===== config.mk =====
export PLATFORM = sky130hd
export DESIGN_NAME = serial_word_feeder
export DESIGN_NICKNAME = d
export VERILOG_FILES = /design/src/rtl/serial_word_feeder.sv
export SDC_FILE = /design/constraint.sdc
export NUM_CORES = 1
export LEC_CHECK = 0
export ABC_AREA = 1
export BUFFER_PORTS_ARGS = -buffer_cell sky130_fd_sc_hd__buf_4
export CAP_MARGIN = 30
export CORE_UTILIZATION = 50
export DETAILED_ROUTE_END_ITERATION = 16
export PLACE_DENSITY = 0.8
export SKIP_LAST_GASP = 1
export SYNTH_ARGS = -nofsm -noshare
export SYNTH_HDL_FRONTEND = slang
export SYNTH_SLANG_ARGS = --single-unit

===== constraint.sdc =====
create_clock -name clk -period 1.6 [get_ports clk]
set_input_delay 0.32 -clock clk [delete_from_list [all_inputs] [get_ports clk]]
set_output_delay 0.32 -clock clk [all_outputs]
set_load 0.01 [all_outputs]

===== src/rtl/serial_word_feeder.sv =====
// Parallel-to-serial word feeder for bit-stream pattern detectors.
// Optional even-parity bit after each word: define SERIAL_FEEDER_PARITY_EN.
module serial_word_feeder #(
  parameter int unsigned WIDTH     = 8,
  parameter int unsigned MSB_FIRST = 1
) (
  input  logic             clk,
  input  logic             rst,
  input  logic [WIDTH-1:0] word_in,
  input  logic             word_valid,
  output logic             word_ready,
  output logic             d_out,
  output logic             bit_valid,
  output logic             frame_start,
  output logic             busy
);

  localparam int unsigned CW = $clog2(WIDTH);
  localparam logic [CW-1:0] LAST = CW'(WIDTH - 1);

`ifdef SERIAL_FEEDER_PARITY_EN
  typedef enum logic [1:0] {IDLE = 2'd0, SHIFT = 2'd1, PAR = 2'd2} state_t;
`else
  typedef enum logic {IDLE = 1'b0, SHIFT = 1'b1} state_t;
`endif

  state_t           state, state_nxt;
  logic [CW-1:0]    cnt, cnt_nxt;
  logic [WIDTH-1:0] sreg, sreg_nxt;
  logic             xfer;
  logic             ready_nxt, d_nxt;
`ifdef SERIAL_FEEDER_PARITY_EN
  logic             par, par_nxt;
`endif

  // word_ready is a registered decode of state, so no valid->ready loop
  assign xfer = word_valid && word_ready;

  function automatic logic [WIDTH-1:0] shift_one(input logic [WIDTH-1:0] v);
    if (MSB_FIRST != 0) return v << 1;
    else                return v >> 1;
  endfunction

  function automatic logic head_bit(input logic [WIDTH-1:0] v);
    if (MSB_FIRST != 0) return v[WIDTH-1];
    else                return v[0];
  endfunction

  // Next state plus next values of the registered outputs
  always_comb begin
    state_nxt = state;
    cnt_nxt   = cnt;
    sreg_nxt  = sreg;
    ready_nxt = 1'b0;
    d_nxt     = 1'b0;
`ifdef SERIAL_FEEDER_PARITY_EN
    par_nxt   = par;
`endif
    case (state)
      IDLE: begin
        if (xfer) begin
          state_nxt = SHIFT;
          cnt_nxt   = '0;
          sreg_nxt  = word_in;
`ifdef SERIAL_FEEDER_PARITY_EN
          par_nxt   = ^word_in;
`endif
        end
      end
      SHIFT: begin
        if (cnt != LAST) begin
          cnt_nxt  = cnt + CW'(1);
          sreg_nxt = shift_one(sreg);
        end else begin
`ifdef SERIAL_FEEDER_PARITY_EN
          state_nxt = PAR;
          cnt_nxt   = '0;
`else
          cnt_nxt = '0;
          if (xfer) begin
            sreg_nxt = word_in;
          end else begin
            state_nxt = IDLE;
          end
`endif
        end
      end
`ifdef SERIAL_FEEDER_PARITY_EN
      PAR: begin
        cnt_nxt = '0;
        if (xfer) begin
          state_nxt = SHIFT;
          sreg_nxt  = word_in;
          par_nxt   = ^word_in;
        end else begin
          state_nxt = IDLE;
        end
      end
`endif
      default: begin
        state_nxt = IDLE;
        cnt_nxt   = '0;
      end
    endcase

    case (state_nxt)
      IDLE: ready_nxt = 1'b1;
      SHIFT: begin
        d_nxt = head_bit(sreg_nxt);
`ifndef SERIAL_FEEDER_PARITY_EN
        ready_nxt = (cnt_nxt == LAST);
`endif
      end
`ifdef SERIAL_FEEDER_PARITY_EN
      PAR: begin
        ready_nxt = 1'b1;
        d_nxt     = par_nxt;
      end
`endif
      default: ready_nxt = 1'b0;
    endcase
  end

  always_ff @(posedge clk or negedge rst) begin
    if (!rst) begin
      state       <= IDLE;
      cnt         <= '0;
      sreg        <= '0;
      word_ready  <= 1'b1;
      d_out       <= 1'b0;
      bit_valid   <= 1'b0;
      frame_start <= 1'b0;
      busy        <= 1'b0;
`ifdef SERIAL_FEEDER_PARITY_EN
      par         <= 1'b0;
`endif
    end else begin
      state       <= state_nxt;
      cnt         <= cnt_nxt;
      sreg        <= sreg_nxt;
      word_ready  <= ready_nxt;
      d_out       <= d_nxt;
      bit_valid   <= (state_nxt != IDLE);
      frame_start <= (state_nxt == SHIFT) && (cnt_nxt == '0);
      busy        <= (state_nxt != IDLE);
`ifdef SERIAL_FEEDER_PARITY_EN
      par         <= par_nxt;
`endif
    end
  end

endmodule


==> summary.md <==
| Metric | Value |
|---|---|
| Vias in the first global route | `452` |
| DRT iter0 DRCs | `12` |
| CTS resizes | `0` |
| Slew Viols, Final | `0` |
| Min-delay worst type | `primary input to flip-flop` |
| WS Path Type | `flip-flop to flip-flop` |
| Synth Cell Area | `712 sq um` |
| Leak | `0.471 nW` |
| CTS Sinks | `15` |
| Synth top area share | `0.492` |
| Final setup vio count | `0` |
| Crit. End Element | `flip-flop` |
| CP Capture Point | `d_out` |
| Primary FF master, synth | `dfrtp_1` |
| Distinct cells, synth | `15` |
| Ranking of synthesized cells by area | `dfrtp_1 49%, nand2_1 9.5%, inv_1 6.9%` |
| Mapped Cells | `83` |
| Latest clock arrival within the worst-skew pair | `280 ps` |
| Pwr dens | `1920 nW/um^2` |
| Syn_nets | `96` |
| Clk root buf | `clkbuf_4` |
| Post-CTS Setup Bufs | `0` |
| Initial Utilization | `0.540` |
| First drt pass iteration count | `4` |
| Die H | `39.7 microns` |
| H-tree lvl count | `1` |
| Filler cells | `106` |
| Core Rows | `13` |
| Reg power frac | `0.411` |
| Simple-Gate Fraction of Synth Area | `0.227` |
| NumNets Final | `114` |
| Outcome | `complete, no violations` |
| Remaining Overflow, GRT | `0` |
| Top Ports | `16` |
| CTS tree | `yes` |
| Psw | `0.000666 W` |
| Actual slew at the worst max-slew pin | `301 ps` |
| Slew headroom | `0.799` |
| Wire per inst | `10.9 microns` |
| Post-Route WL | `1260 microns` |
| Worst-path fanout max | `15` |
| Cts bufs inserted | `3` |
| DRC viols | `0` |
| PnR worst setup slack | `165 ps` |
| Clk slew on worst S/H paths | `80 ps` |
| Setup TNS Final | `0 ps` |
| CP Launch Type | `flip-flop` |
| Unrepaired setup endpoints after global routing | `false` |
| DR vias/cell | `4.76` |
| Ant. Diodes | `0` |
| Max VDD drop | `1.22 mV` |
| Yosys top cell by area | `dfrtp_1` |
| Pre-CTS setup slack | `184 ps` |
| R2R Setup Slk | `160 ps` |
| Clock skew | `1.28 ps` |
| R2R depth | `8` |
| Final ANT Viol Nets | `0` |
| Warnings, synthesis | `0` |
| Crit path launch | `cnt[0]` |
| Global-route wire length before repair | `1940 microns` |
| Die width | `39.7 microns` |
| Post-Synth XOR/XNOR Area | `0` |
| Max Freq | `697 MHz` |
| Count leader, synth | `nand2_1` |
| Cell Int Power | `0.000965 W` |
| Layout cells sized above 1 | `0.230` |
| Hold Fails Final Rpt | `0` |
| I/O Buffers | `15` |
| Final HPWL DP | `910 microns` |
| Synth Area in Compound Gates | `0.0984` |
| Seq cells post-synth | `15` |
| Combinational Power Share | `0.460` |
| Initial antenna violation count | `0` |
| Die Footprint | `1580 sq um` |
| Post-synth top cells | `18 x nand2_1, 14 x dfrtp_1, 13 x inv_1` |
| CP arrival | `1610 ps` |
| Final min period | `1440 ps` |
| Number of synthesized flops with an enable pin | `0` |
| Syn_area_per_cell | `8.58 sq um` |
| Adder-cell share of the synthesized area | `0.0351` |
| CP required | `1780 ps` |
| Max-cap viol count | `0` |
| Worst R2R Start | `cnt[0]` |
| Layout area overhead | `19.3%` |
| Sw Share | `0.408` |
| Multiplexer share of the synthesized area | `0` |
| Largest family of logic cells by synthesized area | `simple AND/OR/NAND/NOR gates` |
| Asr flop ratio synth | `1.00` |
| Detailed-route via count | `547` |
| Largest net degree at the start of global routing | `18` |
| Seq/Total Area, Yosys | `0.529` |
| Gpl congestion | `0.810` |
| Post-route clock period utilization | `0.897` |
| Clock share of power | `0.129` |
| CTS max path bufs | `2` |
| Core area | `1320 sq um` |
| Overall Global Routing Usage | `0.197` |
| R2R Path End | `d_out` |
[worst min-delay path by stage]
stage / end / slack, ps / cells after the start / startpoint
finish: sreg[3] / 310 / 3 / word_in[3]
global route: sreg[2] / 310 / 3 / word_in[2]
CTS: sreg[6] / 300 / 3 / word_in[6]
detailed placement: frame_start / 190 / 1 / rst
global placement: frame_start / 180 / 1 / rst
floorplan: cnt[0] / 20 / 0 / rst
[cell families (layout without fill, tap and decap cells)]
| kind of cell | after synthesis | count (layout) |
|---|---|---|
| and+or+nand+nor | 38 | 38 |
| DFF | 15 | 15 |
| AOI/OAI and AO/OA | 12 | 12 |
| buffers and inverters | 16 | 33 |
| adders and majority gates | 2 | 2 |
[state kept, by name (all words and copies together), names as in the netlist]
signal,cells
d_out,1
word_ready,1
cnt,3
state,1
sreg,8
frame_start,1
[cells in the final DEF (no fill, tap or decap), drive strengths merged]
cell type and n:
a21oi 1, a31oi 2, buf 15, clkbuf 4
dfrtp 14, dfstp 1, dlygate4sd3 1, ha 2
inv 13, nand2 22, nand3 7, nor2 9
o211ai 3, o21ai 6
[area by class of cell]
cell class,instances,area (sq um),area share
multi-input combinational,52,256,0.302
tap,15,18.8,0.0221
timing repair buffer,16,123,0.144
sequential,15,377,0.443
inverter,13,48.8,0.0574
clock buffer,4,26.3,0.0309
[critical path, cell delays in order (launching register included)]
cell and delay [ps]:
dfrtp_1 410, ha_1 210, ha_1 190, inv_1 70
nand2_2 160, inv_1 120, nand2_1 50, nand2_1 70
nor2_1 40
[per-layer routing]
layer | part of all wire | GRT usage | vias up
li1 | - | - | 293
met1 | 0.47 | 0.245 | 237
met2 | 0.46 | 0.295 | 15
met3 | 0.056 | 0.0682 | 2
met4 | 0.0095 | 0.103 | 0
met5 | 0 | 0 | -
[metrics by stage]
stage	power [W]	hold slack (ps)	cell area, sq um	util	std cells
after CTS	0.00165	298	850	0.645	115
after detailed placement	0.00143	186	813	0.617	110
after floorplan	0.00125	24.4	712	-	83
final	0.00163	306	850	0.645	115
after global routing	0.00181	308	850	0.645	115
after global placement	0.00139	182	813	0.617	110
[what timing repair did]
action / CTS / global route
hold buffers: 1 / 0
endpoints found under the hold margin: 14 / 0
endpoints found under the setup margin: 0 / 0
[power groups by stage]
stage | logic [W] | clock network, W | registers, W
after floorplan | 0.000578 | 0 | 0.000670
after global placement | 0.000724 | 0 | 0.000665
after detailed placement | 0.000756 | 0 | 0.000675
after CTS | 0.000757 | 0.000220 | 0.000671
after global routing | 0.000886 | 0.000237 | 0.000691
final | 0.000751 | 0.000210 | 0.000671
Note: power is estimated with default switching activity, not from simulation.
